**src/rtl/regfile_pkg.sv**
```systemverilog
// regfile_pkg: shared constants and types for the pipelined register file.
//   DEFAULT_DATA_W / DEFAULT_REG_CNT : default parameter values
//   DEFAULT_ADDR_W                   : index width for the default register count
//   reg_idx_t                        : register index type (default sizing)
//   ZERO_REG_IDX                     : index of the optional hardwired-zero register
package regfile_pkg;

  localparam int unsigned DEFAULT_DATA_W  = 8;
  localparam int unsigned DEFAULT_REG_CNT = 4;
  localparam int unsigned DEFAULT_ADDR_W  = $clog2(DEFAULT_REG_CNT);

  typedef logic [DEFAULT_ADDR_W-1:0] reg_idx_t;

  localparam int unsigned ZERO_REG_IDX = 0;

endpackage

```
**src/rtl/regfile_pipe_if.sv**
```systemverilog
// regfile_pipe_if: decode/writeback bus of the register file.
//   master : pipeline side (drives indices, strobes, write data)
//   slave  : register file side (returns read data, busy and conflict flags)
// Signals:
//   rs, rt, rd_en          read indices and capture strobe
//   rs_val, rt_val         registered read data
//   rs_busy, rt_busy       registered busy flags of the addressed registers
//   rsv_en, rsv_reg        destination reservation
//   rsv_conflict           one-cycle pulse: reservation hit a busy register
//   is_write, reg_write,
//   write_val              writeback port
interface regfile_pipe_if #(
  parameter int unsigned DATA_W  = regfile_pkg::DEFAULT_DATA_W,
  parameter int unsigned REG_CNT = regfile_pkg::DEFAULT_REG_CNT
);
  localparam int unsigned ADDR_W = $clog2(REG_CNT);

  logic [ADDR_W-1:0] rs;
  logic [ADDR_W-1:0] rt;
  logic              rd_en;
  logic [DATA_W-1:0] rs_val;
  logic [DATA_W-1:0] rt_val;
  logic              rs_busy;
  logic              rt_busy;
  logic              rsv_en;
  logic [ADDR_W-1:0] rsv_reg;
  logic              rsv_conflict;
  logic              is_write;
  logic [ADDR_W-1:0] reg_write;
  logic [DATA_W-1:0] write_val;

  modport master (
    output rs, rt, rd_en, rsv_en, rsv_reg, is_write, reg_write, write_val,
    input  rs_val, rt_val, rs_busy, rt_busy, rsv_conflict
  );

  modport slave (
    input  rs, rt, rd_en, rsv_en, rsv_reg, is_write, reg_write, write_val,
    output rs_val, rt_val, rs_busy, rt_busy, rsv_conflict
  );

endinterface

```
**src/rtl/regfile_scoreboard.sv**
```systemverilog
// regfile_scoreboard: per-register busy bits for in-flight producers.
//   clk, rst            clock, asynchronous active-high reset
//   rs, rt, rd_en       read indices; busy flags captured when rd_en is high
//   rsv_en, rsv_reg     reservation (sets busy)
//   is_write, reg_write writeback (clears busy)
//   rs_busy, rt_busy    registered busy flags (next-state forwarded)
//   rsv_conflict        registered pulse when reserving an already-busy register
// Optional: REGFILE_ZERO_REG_EN makes register 0 never busy.
module regfile_scoreboard
  import regfile_pkg::*;
#(
  parameter  int unsigned REG_CNT = DEFAULT_REG_CNT,
  localparam int unsigned ADDR_W  = $clog2(REG_CNT)
) (
  input  logic              clk,
  input  logic              rst,
  input  logic [ADDR_W-1:0] rs,
  input  logic [ADDR_W-1:0] rt,
  input  logic              rd_en,
  input  logic              rsv_en,
  input  logic [ADDR_W-1:0] rsv_reg,
  input  logic              is_write,
  input  logic [ADDR_W-1:0] reg_write,
  output logic              rs_busy,
  output logic              rt_busy,
  output logic              rsv_conflict
);

  logic [REG_CNT-1:0] busy;
  logic [REG_CNT-1:0] busy_next;
  logic               rsv_eff;
  logic               wr_eff;

  always_comb begin
`ifdef REGFILE_ZERO_REG_EN
    rsv_eff = rsv_en   && (rsv_reg   != ADDR_W'(ZERO_REG_IDX));
    wr_eff  = is_write && (reg_write != ADDR_W'(ZERO_REG_IDX));
`else
    rsv_eff = rsv_en;
    wr_eff  = is_write;
`endif
    busy_next = busy;
    // Clear first, then set: a new producer supersedes the completing one.
    if (wr_eff)  busy_next[reg_write] = 1'b0;
    if (rsv_eff) busy_next[rsv_reg]   = 1'b1;
  end

  always_ff @(posedge clk or posedge rst) begin
    if (rst) begin
      busy         <= '0;
      rs_busy      <= 1'b0;
      rt_busy      <= 1'b0;
      rsv_conflict <= 1'b0;
    end else begin
      busy         <= busy_next;
      rsv_conflict <= rsv_eff && busy[rsv_reg];
      if (rd_en) begin
        rs_busy <= busy_next[rs];
        rt_busy <= busy_next[rt];
      end
    end
  end

endmodule

```
**src/rtl/regfile_pipe.sv**
```systemverilog
// regfile_pipe: parametrised register file with registered reads,
// same-cycle write forwarding and a busy scoreboard.
//   clk  : sole clock, rising edge
//   rst  : asynchronous active-high reset, clears array, busy bits, outputs
//   bus  : regfile_pipe_if.slave (read, reserve and writeback ports)
// Optional: REGFILE_ZERO_REG_EN hardwires register 0 to zero.
module regfile_pipe
  import regfile_pkg::*;
#(
  parameter  int unsigned DATA_W  = DEFAULT_DATA_W,
  parameter  int unsigned REG_CNT = DEFAULT_REG_CNT,
  localparam int unsigned ADDR_W  = $clog2(REG_CNT)
) (
  input logic           clk,
  input logic           rst,
  regfile_pipe_if.slave bus
);

  logic [DATA_W-1:0] registers [REG_CNT];
  logic              wr_eff;
  logic [DATA_W-1:0] rs_next;
  logic [DATA_W-1:0] rt_next;

  always_comb begin
`ifdef REGFILE_ZERO_REG_EN
    wr_eff = bus.is_write && (bus.reg_write != ADDR_W'(ZERO_REG_IDX));
`else
    wr_eff = bus.is_write;
`endif
    rs_next = (wr_eff && (bus.reg_write == bus.rs)) ? bus.write_val : registers[bus.rs];
    rt_next = (wr_eff && (bus.reg_write == bus.rt)) ? bus.write_val : registers[bus.rt];
`ifdef REGFILE_ZERO_REG_EN
    if (bus.rs == ADDR_W'(ZERO_REG_IDX)) rs_next = '0;
    if (bus.rt == ADDR_W'(ZERO_REG_IDX)) rt_next = '0;
`endif
  end

  always_ff @(posedge clk or posedge rst) begin
    if (rst) begin
      for (int unsigned i = 0; i < REG_CNT; i++) registers[i] <= '0;
    end else if (wr_eff) begin
      registers[bus.reg_write] <= bus.write_val;
    end
  end

  always_ff @(posedge clk or posedge rst) begin
    if (rst) begin
      bus.rs_val <= '0;
      bus.rt_val <= '0;
    end else if (bus.rd_en) begin
      bus.rs_val <= rs_next;
      bus.rt_val <= rt_next;
    end
  end

  regfile_scoreboard #(
    .REG_CNT(REG_CNT)
  ) u_scoreboard (
    .clk          (clk),
    .rst          (rst),
    .rs           (bus.rs),
    .rt           (bus.rt),
    .rd_en        (bus.rd_en),
    .rsv_en       (bus.rsv_en),
    .rsv_reg      (bus.rsv_reg),
    .is_write     (bus.is_write),
    .reg_write    (bus.reg_write),
    .rs_busy      (bus.rs_busy),
    .rt_busy      (bus.rt_busy),
    .rsv_conflict (bus.rsv_conflict)
  );

endmodule
```
**src/flat_wrapper.sv**
```systemverilog
// flat-port wrapper written by rule: the top's interface ports become plain ports
module regfile_pipe_flat import regfile_pkg::*;
#(
  parameter  int unsigned DATA_W  = DEFAULT_DATA_W,
  parameter  int unsigned REG_CNT = DEFAULT_REG_CNT,
  localparam int unsigned ADDR_W  = $clog2(REG_CNT)
)
  (clk, rst, bus_rs, bus_rt, bus_rd_en, bus_rsv_en, bus_rsv_reg, bus_is_write, bus_reg_write, bus_write_val, bus_rs_val, bus_rt_val, bus_rs_busy, bus_rt_busy, bus_rsv_conflict);
  regfile_pipe_if #(.DATA_W(DATA_W), .REG_CNT(REG_CNT)) bus_i ();
  input logic clk;
  input logic rst;
  input wire logic [$bits(bus_i.rs)-1:0] bus_rs;
  input wire logic [$bits(bus_i.rt)-1:0] bus_rt;
  input wire logic [$bits(bus_i.rd_en)-1:0] bus_rd_en;
  input wire logic [$bits(bus_i.rsv_en)-1:0] bus_rsv_en;
  input wire logic [$bits(bus_i.rsv_reg)-1:0] bus_rsv_reg;
  input wire logic [$bits(bus_i.is_write)-1:0] bus_is_write;
  input wire logic [$bits(bus_i.reg_write)-1:0] bus_reg_write;
  input wire logic [$bits(bus_i.write_val)-1:0] bus_write_val;
  output wire logic [$bits(bus_i.rs_val)-1:0] bus_rs_val;
  output wire logic [$bits(bus_i.rt_val)-1:0] bus_rt_val;
  output wire logic [$bits(bus_i.rs_busy)-1:0] bus_rs_busy;
  output wire logic [$bits(bus_i.rt_busy)-1:0] bus_rt_busy;
  output wire logic [$bits(bus_i.rsv_conflict)-1:0] bus_rsv_conflict;
  assign bus_i.rs = bus_rs;
  assign bus_i.rt = bus_rt;
  assign bus_i.rd_en = bus_rd_en;
  assign bus_i.rsv_en = bus_rsv_en;
  assign bus_i.rsv_reg = bus_rsv_reg;
  assign bus_i.is_write = bus_is_write;
  assign bus_i.reg_write = bus_reg_write;
  assign bus_i.write_val = bus_write_val;
  assign bus_rs_val = bus_i.rs_val;
  assign bus_rt_val = bus_i.rt_val;
  assign bus_rs_busy = bus_i.rs_busy;
  assign bus_rt_busy = bus_i.rt_busy;
  assign bus_rsv_conflict = bus_i.rsv_conflict;
  regfile_pipe #(.DATA_W(DATA_W), .REG_CNT(REG_CNT)) u_core (.clk(clk), .rst(rst), .bus(bus_i));
endmodule
```
**config.mk**
```make
export PLATFORM = sky130hd
export DESIGN_NAME = regfile_pipe_flat
export DESIGN_NICKNAME = d
export VERILOG_FILES = /design/src/rtl/regfile_pkg.sv /design/src/rtl/regfile_pipe_if.sv /design/src/rtl/regfile_scoreboard.sv /design/src/rtl/regfile_pipe.sv /design/src/flat_wrapper.sv
export SDC_FILE = /design/constraint.sdc
export NUM_CORES = 1
export LEC_CHECK = 0
export CAP_MARGIN = 20
export CORE_MARGIN = 4
export CORE_UTILIZATION = 55
export CTS_BUF_LIST = sky130_fd_sc_hd__clkbuf_2
export DETAILED_ROUTE_END_ITERATION = 10
export PLACE_DENSITY = 0.88
export SYNTH_ARGS = -nofsm -noshare
export SYNTH_HDL_FRONTEND = slang
export SYNTH_SLANG_ARGS = --single-unit
```
**constraint.sdc**
```tcl
create_clock -name clk -period 3.6 [get_ports clk]
set_input_delay 0.54 -clock clk [delete_from_list [all_inputs] [get_ports clk]]
set_output_delay 0.54 -clock clk [all_outputs]
set_load 0.01 [all_outputs]
```
==> reports/metrics.csv <==
metric;value;unit
status;complete, no violations;
Worst Reg-to-Reg Cells;3;
max-slew headroom at the worst pin;50.5;%
register area share after synthesis;49.2;%
Post-CTS Repair Setup Buffers;0;
Area growth, synth to finish;17.2;%
Die Width;79.3;um
clock sink count;55;
Worst R2R End;u_core.bus.rs_val[5];
PD cells;470;mW/mm2
synthesized area;0.00280;mm2
top cells by area, synth;dfrtp_1, mux2_2, mux4_2;
biggest area consumer among synthesized cells;dfrtp_1;
GRT Overall Usage;19.1;%
average wire per cell in the routed design;17.5;um
TritonCTS buffer count;5;
post-DP HPWL;3840;um
final instance area;0.00328;mm2
crit-path max FO;11;
Via density;5.77;
max-slew violations;0;
yosys warns;0;
clk_lat worst skew;0.44;ns
Clock Tree Buf Depth;2;
Die Y;79.3;um
Yosys reg bits;55;
critical path type;input pin to flip-flop;
fillers;361;
Setup crit end kind;flip-flop;
RSZ-0062 raised after global routing;no;
drt pass-1 iters;4;
# diodes;0;
share of the synthesized area in the top cell type;49.2;%
Routed Antenna Nets;0;
routed vias;1806;
Place WS;1.06;ns
Cell Int Power;1.11;mW
gr ovfl total;0;
area of the multi-input gates;0.00131;mm2
Clk Tree Root Cell;clkbuf_2;
Iteration-0 DRC Markers;61;
fin util;68.1;%
Gate power share;28.1;%
r2r startpoint;u_core.registers[5];
Worst Path Arrival;2.37;ns
Hold/Removal Path Class;input pin to async pin;
switching power of the nets;431;uW
Peak supply drop;286;uV
vias in the first global route;1880;
flop2flop setup slack;2.32;ns
Seq pwr share;52.4;%
max-cap viol count;0;
Post-Place Cell Area;0.00322;mm2
CTS tree;built;
Fin Setup TNS;0;ns
Placed Instances;305;
M1 GR Usage;21.8;%
Synth Net Count;230;
post-layout min period;2.03;ns
actual slew at the worst max-slew pin;0.740;ns
Clk pwr share;19.5;%
Setup WS post-layout;1.57;ns
area of the core;0.00482;mm2
total power;1.54;mW
Layout Cells excl Fill;313;
worst endpoint required time;3.94;ns
unique cell type count in the Yosys netlist;34;
Fmax achieved;493;MHz
grt peak-use layer;met2;
io pins;40;
Max H-tree Level;2;
# setup viols final;0;
register area;0.00138;mm2
worst clock skew;0.0162;ns
syn avg cell area;13.4;um2
final hold violation count;0;
Die ar.;0.00629;mm2
nets;266;
largest net degree at the start of global routing;32;
switch share;28.0;%
DRC;0;
met3 Resource Use GR;4.20;%
Post-Syn Instances;209;
hold slack;0.451;ns
Hold Buf Count CTS;0;
PostCTS Resize Cnt;0;
final critical-path share of the clock period;56.4;%
antenna violations before repair;0;
Initial Util;58.1;%
final RePlAce weighted congestion;0.763;
Core Rows;25;
share of cells above drive strength 1;26.0;%
Leakage;1.43;nW
Port Buffers;39;
routed wire length;5480;um
met2 Use GR;35.4;%
CTS clk-pin slew, worst paths;0.26;ns
first-pass GRT wire length;9100;um
Startpoint Class;input pin;
-- worst max-delay path, stage by stage --
cell and delay (ns):
clkdlybuf4s50_1 0.79, xnor2_1 0.38, nand3_2 0.30, mux2i_1 0.26
a21oi_1 0.10
-- cell usage in the layout, fill, tap and decap left out, types with 2 or more instances in the layout --
master,Yosys,routed
nor2_1,17,17
a221o_1,2,2
dfrtp_1,55,55
and2_1,2,2
buf_4,3,3
nand3_2,3,3
o211ai_1,2,2
mux2_2,32,32
clkdlybuf4s50_1,0,39
xnor2_1,4,4
mux2i_1,16,16
inv_1,9,8
nand3b_1,2,2
nand3_1,2,2
a21oi_1,16,16
clkbuf_2,1,5
nor2b_1,2,2
nand2_1,3,3
mux4_2,16,16
-- state kept, by name (all words and copies together), names as in the netlist --
register	cells
u_core.bus.rs_val	8
u_core.bus.rt_val	8
u_core.registers	32
u_core.u_scoreboard.busy	4
u_core.u_scoreboard.rs_busy	1
u_core.u_scoreboard.rsv_conflict	1
u_core.u_scoreboard.rt_busy	1
-- logic make-up (layout without fill, tap and decap cells) --
kind of cell              count (synthesis)  after routing  synth area share [%]
AOI/OAI and AO/OA                        29             29                  6.98
xor gates and xnor gates                  4              4                  1.25
buffers and inverters                    22             59                  4.02
DFF                                      55             55                  49.2
muxes                                    64             64                  31.5
and+or+nand+nor                          35             35                  7.07
-- layout make-up --
cell class	instances	share of cell area, %
repair buffers	42	12.6
inverters	9	1.03
clock buffers	5	0.763
well taps	67	2.56
clock inverters	3	1.18
multi-input cells	132	39.9
flip-flops and latches	55	42.0
-- metal layers --
layer | wire [um] | part of all wire (%)
met5 | 0 | 0
met4 | 44 | 0.80
met3 | 234 | 4.3
met2 | 3020 | 55
met1 | 2180 | 40
-- how the worst max path moves through the flow --
stage                          from                    to  slack, ns
after floorplan                 rst  u_core.bus.rs_val[0]       1.72
final                     bus_rt[0]  u_core.bus.rt_val[2]       1.57
after detailed placement  bus_rt[0]  u_core.bus.rt_val[2]       1.06
after global placement    bus_rs[0]  u_core.bus.rs_val[4]       1.10
after CTS                 bus_rt[0]  u_core.bus.rt_val[2]       1.57
after global routing      bus_rt[0]  u_core.bus.rt_val[0]       1.46
-- power by group through the flow --
stage          registers (mW)  clock network (mW)  logic [mW]
4_1_cts                 0.808               0.306       0.439
2_1_floorplan           0.821                   0       0.261
3_5_place_dp            0.819                   0       0.436
3_3_place_gp            0.811                   0       0.422
6_report                0.808               0.301       0.434
5_1_grt                 0.823               0.331       0.471
-- cell usage after synthesis (all sizes together) --
library cell and n:
dfrtp 55, mux2 32, nor2 17, a21oi 16
mux2i 16, mux4 16, inv 9, buf 7
clkbuf 6, nand3 5, xnor2 4, nand2 3
nand3b 3, a221o 2, and2 2, nor2b 2
o211ai 2, a21bo 1, a21boi 1, a221oi 1
a22o 1, a31oi 1, a41oi 1, nand2b 1
nor3b 1, o2111ai 1, o21ai 1, o221ai 1
or3b 1
(Power assumes the default switching activity.)
